**config.mk**
```make
export PLATFORM = sky130hd
export DESIGN_NAME = lsu_access_ctrl_flat
export DESIGN_NICKNAME = d
export VERILOG_FILES = /design/src/rtl/lsu_access_ctrl_if.sv /design/src/rtl/lsu_access_ctrl.sv /design/src/flat_wrapper.sv
export SDC_FILE = /design/constraint.sdc
export NUM_CORES = 1
export LEC_CHECK = 0
export CAP_MARGIN = 0
export CORE_ASPECT_RATIO = 1.1
export CORE_MARGIN = 2
export CORE_UTILIZATION = 45
export DETAILED_ROUTE_END_ITERATION = 10
export PLACE_DENSITY_LB_ADDON = 0.08
export SYNTH_ARGS = -nofsm -noshare
export SYNTH_HDL_FRONTEND = slang
export SYNTH_SLANG_ARGS = --single-unit
```
**constraint.sdc**
```tcl
create_clock -name clk -period 12 [get_ports clk]
set_clock_uncertainty 0.05 [all_clocks]
set_input_delay 2.4 -clock clk [delete_from_list [all_inputs] [get_ports clk]]
set_output_delay 2.4 -clock clk [all_outputs]
set_load 0.01 [all_outputs]
```
**src/rtl/lsu_access_ctrl_if.sv**
```systemverilog
// Word-wide data-memory bus between the load/store sequencer and memory.
// Ports:
//   bus_req   master->slave  request, held until bus_ack
//   bus_we    master->slave  1 = write
//   bus_addr  master->slave  word-aligned byte address
//   bus_wstrb master->slave  byte enables (0000 on reads)
//   bus_wdata master->slave  lane-replicated store data
//   bus_ack   slave->master  access complete
//   bus_rdata slave->master  read word, valid with bus_ack on reads
interface lsu_access_ctrl_if;
    logic        bus_req;
    logic        bus_we;
    logic [31:0] bus_addr;
    logic [3:0]  bus_wstrb;
    logic [31:0] bus_wdata;
    logic        bus_ack;
    logic [31:0] bus_rdata;

    modport master (
        output bus_req, bus_we, bus_addr, bus_wstrb, bus_wdata,
        input  bus_ack, bus_rdata
    );

    modport slave (
        input  bus_req, bus_we, bus_addr, bus_wstrb, bus_wdata,
        output bus_ack, bus_rdata
    );
endinterface

```
**src/rtl/lsu_access_ctrl.sv**
```systemverilog
// Multi-cycle load/store sequencer between the core and a word-wide data bus.
// Ports:
//   clk, rst          clock, asynchronous active-high reset
//   MemRead/MemWrite  access request for the current instruction
//   LoadStore_Sel     000 B, 001 H, 010 W, 011 BU, 100 HU, others W
//   addr, wdata       byte address and store data
//   stall             combinational core hold
//   load_data,mem_err registered result, valid in DONE, held afterwards
//   bus               master side of the data-memory bus
module lsu_access_ctrl #(
    parameter int unsigned TIMEOUT = 255
) (
    input  logic               clk,
    input  logic               rst,
    input  logic               MemRead,
    input  logic               MemWrite,
    input  logic [2:0]         LoadStore_Sel,
    input  logic [31:0]        addr,
    input  logic [31:0]        wdata,
    output logic               stall,
    output logic [31:0]        load_data,
    output logic               mem_err,
    lsu_access_ctrl_if.master  bus
);
    localparam int unsigned CNT_W = 16;

    typedef enum logic [1:0] {ST_IDLE, ST_BUSY, ST_DONE} state_t;

    state_t             r_state;
    state_t             w_next;
    logic [2:0]         r_sel;
    logic [1:0]         r_off;
    logic               r_we;
    logic [CNT_W-1:0]   r_cnt;
    logic               r_bus_req;
    logic               r_bus_we;
    logic [31:0]        r_bus_addr;
    logic [3:0]         r_bus_wstrb;
    logic [31:0]        r_bus_wdata;
    logic [31:0]        r_load_data;
    logic               r_mem_err;

    logic               w_req;
    logic               w_is_byte;
    logic               w_is_half;
    logic               w_misalign;
    logic               w_timeout;
    logic [3:0]         w_wstrb;
    logic [31:0]        w_wdata;
    logic [7:0]         w_byte;
    logic [15:0]        w_half;
    logic [31:0]        w_load;

    // Request decode; unknown size codes fall through to word
    assign w_req      = MemRead | MemWrite;
    assign w_is_byte  = (LoadStore_Sel == 3'b000) || (LoadStore_Sel == 3'b011);
    assign w_is_half  = (LoadStore_Sel == 3'b001) || (LoadStore_Sel == 3'b100);
    assign w_misalign = w_is_half ? addr[0] : (!w_is_byte && (addr[1:0] != 2'b00));
    // Last BUSY cycle before abort; an ack in this same cycle still wins
    assign w_timeout  = (r_cnt == CNT_W'(TIMEOUT - 1));

    // stall is gated by rst so the core is released during reset
    assign stall = !rst && (((r_state == ST_IDLE) && w_req) || (r_state == ST_BUSY));

    // Store lane steering
    always_comb begin
        w_wstrb = 4'b1111;
        w_wdata = wdata;
        if (w_is_byte) begin
            w_wstrb = 4'b0001 << addr[1:0];
            w_wdata = {4{wdata[7:0]}};
        end else if (w_is_half) begin
            w_wstrb = 4'b0011 << addr[1:0];
            w_wdata = {2{wdata[15:0]}};
        end
    end

    // Load lane extract and extension from the latched size/offset
    always_comb begin
        w_byte = bus.bus_rdata[{r_off, 3'b000} +: 8];
        w_half = r_off[1] ? bus.bus_rdata[31:16] : bus.bus_rdata[15:0];
        case (r_sel)
            3'b000:  w_load = {{24{w_byte[7]}}, w_byte};
            3'b011:  w_load = {24'h0, w_byte};
            3'b001:  w_load = {{16{w_half[15]}}, w_half};
            3'b100:  w_load = {16'h0, w_half};
            default: w_load = bus.bus_rdata;
        endcase
    end

    // State register
    always_ff @(posedge clk or posedge rst) begin
        if (rst) begin
            r_state <= ST_IDLE;
        end else begin
            r_state <= w_next;
        end
    end

    // Next-state logic
    always_comb begin
        w_next = r_state;
        case (r_state)
            ST_IDLE: begin
                if (w_req) begin
                    w_next = w_misalign ? ST_DONE : ST_BUSY;
                end
            end
            ST_BUSY: begin
                if (bus.bus_ack || w_timeout) begin
                    w_next = ST_DONE;
                end
            end
            ST_DONE: w_next = ST_IDLE;
            default: w_next = ST_IDLE;
        endcase
    end

    // Access context, bus outputs and results
    always_ff @(posedge clk or posedge rst) begin
        if (rst) begin
            r_sel       <= 3'b000;
            r_off       <= 2'b00;
            r_we        <= 1'b0;
            r_cnt       <= '0;
            r_bus_req   <= 1'b0;
            r_bus_we    <= 1'b0;
            r_bus_addr  <= 32'h0;
            r_bus_wstrb <= 4'h0;
            r_bus_wdata <= 32'h0;
            r_load_data <= 32'h0;
            r_mem_err   <= 1'b0;
        end else begin
            case (r_state)
                ST_IDLE: begin
                    if (w_req) begin
                        r_sel <= LoadStore_Sel;
                        r_off <= addr[1:0];
                        r_we  <= MemWrite;
                        r_cnt <= '0;
                        if (w_misalign) begin
                            r_mem_err   <= 1'b1;
                            r_load_data <= 32'h0;
                        end else begin
                            r_bus_req   <= 1'b1;
                            r_bus_we    <= MemWrite;
                            r_bus_addr  <= {addr[31:2], 2'b00};
                            r_bus_wstrb <= MemWrite ? w_wstrb : 4'h0;
                            r_bus_wdata <= w_wdata;
                        end
                    end
                end
                ST_BUSY: begin
                    r_cnt <= r_cnt + CNT_W'(1);
                    if (bus.bus_ack) begin
                        r_bus_req   <= 1'b0;
                        r_bus_wstrb <= 4'h0;
                        r_mem_err   <= 1'b0;
                        if (!r_we) begin
                            r_load_data <= w_load;
                        end
                    end else if (w_timeout) begin
                        r_bus_req   <= 1'b0;
                        r_bus_wstrb <= 4'h0;
                        r_mem_err   <= 1'b1;
                        r_load_data <= 32'h0;
                    end
                end
                default: begin
                end
            endcase
        end
    end

    assign load_data     = r_load_data;
    assign mem_err       = r_mem_err;
    assign bus.bus_req   = r_bus_req;
    assign bus.bus_we    = r_bus_we;
    assign bus.bus_addr  = r_bus_addr;
    assign bus.bus_wstrb = r_bus_wstrb;
    assign bus.bus_wdata = r_bus_wdata;
endmodule

```
**src/flat_wrapper.sv**
```systemverilog
// flat-port wrapper written by rule: the top's interface ports become plain ports
module lsu_access_ctrl_flat 
#(
    parameter int unsigned TIMEOUT = 255
)
  (clk, rst, MemRead, MemWrite, LoadStore_Sel, addr, wdata, stall, load_data, mem_err, bus_bus_req, bus_bus_we, bus_bus_addr, bus_bus_wstrb, bus_bus_wdata, bus_bus_ack, bus_bus_rdata);
  lsu_access_ctrl_if bus_i ();
  input  logic clk;
  input  logic rst;
  input  logic MemRead;
  input  logic MemWrite;
  input  logic [2:0] LoadStore_Sel;
  input  logic [31:0] addr;
  input  logic [31:0] wdata;
  output logic stall;
  output logic [31:0] load_data;
  output logic mem_err;
  output wire logic [$bits(bus_i.bus_req)-1:0] bus_bus_req;
  output wire logic [$bits(bus_i.bus_we)-1:0] bus_bus_we;
  output wire logic [$bits(bus_i.bus_addr)-1:0] bus_bus_addr;
  output wire logic [$bits(bus_i.bus_wstrb)-1:0] bus_bus_wstrb;
  output wire logic [$bits(bus_i.bus_wdata)-1:0] bus_bus_wdata;
  input wire logic [$bits(bus_i.bus_ack)-1:0] bus_bus_ack;
  input wire logic [$bits(bus_i.bus_rdata)-1:0] bus_bus_rdata;
  assign bus_bus_req = bus_i.bus_req;
  assign bus_bus_we = bus_i.bus_we;
  assign bus_bus_addr = bus_i.bus_addr;
  assign bus_bus_wstrb = bus_i.bus_wstrb;
  assign bus_bus_wdata = bus_i.bus_wdata;
  assign bus_i.bus_ack = bus_bus_ack;
  assign bus_i.bus_rdata = bus_bus_rdata;
  lsu_access_ctrl #(.TIMEOUT(TIMEOUT)) u_core (.clk(clk), .rst(rst), .MemRead(MemRead), .MemWrite(MemWrite), .LoadStore_Sel(LoadStore_Sel), .addr(addr), .wdata(wdata), .stall(stall), .load_data(load_data), .mem_err(mem_err), .bus(bus_i));
endmodule
```
==> reports/metrics.cfg <==
[logic_synthesis]
synth_edf_count = 0
ys.flop_type = dfrtp_1
ys_top_cells_by_area = dfrtp_1, mux2_2, mux2_4
synthArstFlopShare = 1.000
synth_top_family_by_area = multiplexers
yosysTopAreaCell = dfrtp_1
synthSimpleGateAreaFrac = 0.1249
synthAdderAreaFrac = 0.01119
ys_seq_elements = 125
syn_avg_cell_area_um2 = 10.23
yosys.area_share.xor_xnor = 0.005221
ys_seq_area_frac = 0.4662
syn-cell-area_um2 = 6710
synthDistinctLibCells = 52
synthCells = 656
synth_compound_area_frac = 0.1501
synth.top_cell.area_share = 0.4662
synth_warnings = 0
synth.area.mux_share = 0.1993

[detailed_routing]
drtAntennaViolNets = 0
drt-initial-drc-count = 487
wirelength_mm = 18.95
vias = 5821
drc = 0
viasPerCell = 5.528
wl_per_cell_um = 17.99
drtPass1Iterations = 5

[sta]
rsz0062_at_grt = no
slew_headroom = 0.3012
drv_slew = 0
post-route-min-period_ps = 6341
setup_violations = 0
tightest_slew_ps = 1048
finalHoldViolations = 0
max_freq_mhz = 157.7
finalCritPeriodShare = 0.5285
fin_tns_setup_ps = 0

[global_routing]
grt_first_pass_wirelength_mm = 30.42
grt_pass1_vias = 5924
overflow = 0
grt_max_degree = 85
antenna_found_initial = 1
grt_usage = 0.2409

[run_status]
status = complete, no violations

[finish]
area_growth_pct = 41.69
mostFrequentLayoutCells = clkdlybuf4s50_1, dfrtp_1, nand2_1, nor2_1, o21ai_0
final_common_cell = clkdlybuf4s50_1
num-nets-final = 957
drive_gt1_frac = 0.1349

[power]
power.leakage_uw = 0.004091
switching_share = 0.3457
comb_power_share = 0.431
ir_drop_mv = 0.1266
intPower_uw = 1486
power.switching_uw = 785.1
p_seq_frac = 0.325
pwr-share-clk = 0.244
powerDensity_nw_per_um2 = 238.9
power.total_uw = 2271

[hold_path]
hp-class = flop to flop

[placement]
gp_congestion = 0.8967
io_buffers = 205
hpwl_mm = 13.68

[clock_tree]
postCtsSetupRepairBufs = 0
clk_pin_slew_ps = 50
insertion_delay_ps = 410
post_cts_resized = 0
clock_sinks = 125
clock-root-buffer = clkbuf_16
clk_path_buf_depth = 2
postCtsHoldBufs = 0
numCtsBuffers = 17
cts_tree = built
htreeDepth = 4

[worst_setup_path]
cp-start-kind = input port
end_kind = primary output
crit_required_ps = 9550
crit_type = input port to primary output
crit_arrival_ps = 3890
worstPathMaxFanout = 4

[die]
start_util = 0.4626
core-area_um2 = 14500
floorplan.rows = 46
ioPinCount = 208
die_w_um = 120.4
die-area_um2 = 15910
die_h_um = 132.1

[flow_run]
maxCapViolCount = 0

## per-stage QoR
step           hold WS, ps  area, um2  setup slack [ps]  instances    util
2_1_floorplan        387.7       6714              6222        657       -
3_3_place_gp         401.7       8870              5676       1020  0.6115
3_5_place_dp         412.8       8870              5672       1020  0.6115
4_1_cts              432.8       9505              5655       1052  0.6554
5_1_grt              458.4       9508              5550       1053  0.6555
6_report             427.0       9508              5659       1053  0.6555
## cells in the mapped netlist, types with 2 or more instances
master / n
o21bai_1: 8
and4_1: 4
mux2_4: 30
a211oi_1: 3
ha_1: 6
nand4_1: 3
o22ai_1: 15
buf_1: 2
buf_2: 3
nand2_1: 73
and3_1: 2
a311oi_1: 2
and2_1: 2
nor2_1: 67
nor3_1: 15
mux2_2: 43
nand3_1: 12
nor2b_1: 5
buf_4: 2
dfrtp_1: 125
o21a_1: 2
xor2_1: 2
o2111ai_1: 6
o21ai_0: 54
buf_6: 5
a22oi_1: 8
xnor2_1: 2
clkbuf_1: 29
o221ai_1: 8
mux2i_1: 38
nand2b_1: 5
a21oi_1: 20
a221oi_1: 15
inv_1: 21
a31oi_1: 2
## final timing paths
check / from / endpoint / slack (ps) / depth (start not counted)
setup / recovery: MemWrite / stall / 5660 / 5
hold / removal: u_core.bus.bus_wdata[9] / u_core.bus.bus_wdata[9] / 430 / 2
setup reg to reg: u_core.r_cnt[0] / u_core.load_data[24] / 9050 / 8
hold reg to reg: u_core.bus.bus_wdata[9] / u_core.bus.bus_wdata[9] / 430 / 2
max in group asynchronous: rst / u_core.bus.bus_addr[8] / 8060 / 3
min in group asynchronous: rst / u_core.bus.bus_addr[27] / 2380 / 2
## layer usage
metal | wire length (um) | track usage
met3 | 1401 | 0.07353
met4 | 487 | 0.1111
met5 | 0 | 0
met1 | 7643 | 0.2919
met2 | 9412 | 0.3920
## logic make-up after synthesis
kind of cell               after synthesis
and+or+nand+nor                        193
AOI/OAI and AO/OA                      152
DFF                                    125
muxes                                  112
buffers and inverters                   63
adders and majority gates                6
xor gates and xnor gates                 4
other                                    1
## layout make-up
class | instances | area (um2)
multi-input cells | 469 | 3312
clock inverters | 10 | 161.4
diodes | 1 | 2.502
well taps | 192 | 240.2
flip-flops and latches | 125 | 3128
fillers | 1218 | 4996
clock buffers | 22 | 474.2
repair buffers | 212 | 2105
inverters | 22 | 85.08
## sequential cells by signal, indices dropped and copies added, names as in the netlist, 2 cells and up
register and flops:
u_core.bus.bus_addr 30, u_core.bus.bus_wdata 32, u_core.bus.bus_wstrb 4, u_core.load_data 32, u_core.r_cnt 16, u_core.r_off 2, u_core.r_sel 3, u_core.r_state 2
## critical path, stage by stage
cell,delay [ps]
clkdlybuf4s50_1,510
nor2_1,90
a21o_1,230
nor2_1,110
clkdlybuf4s50_1,540
## power groups by stage
stage               clock network [uW]  logic (uW)  registers, uW
finish                             554         979            738
global route                       583        1060            765
CTS                                562         989            738
detailed placement                   0         983            740
global placement                     0         964            730
floorplan                            0         508            750
Power figures use the tool's default switching activity.
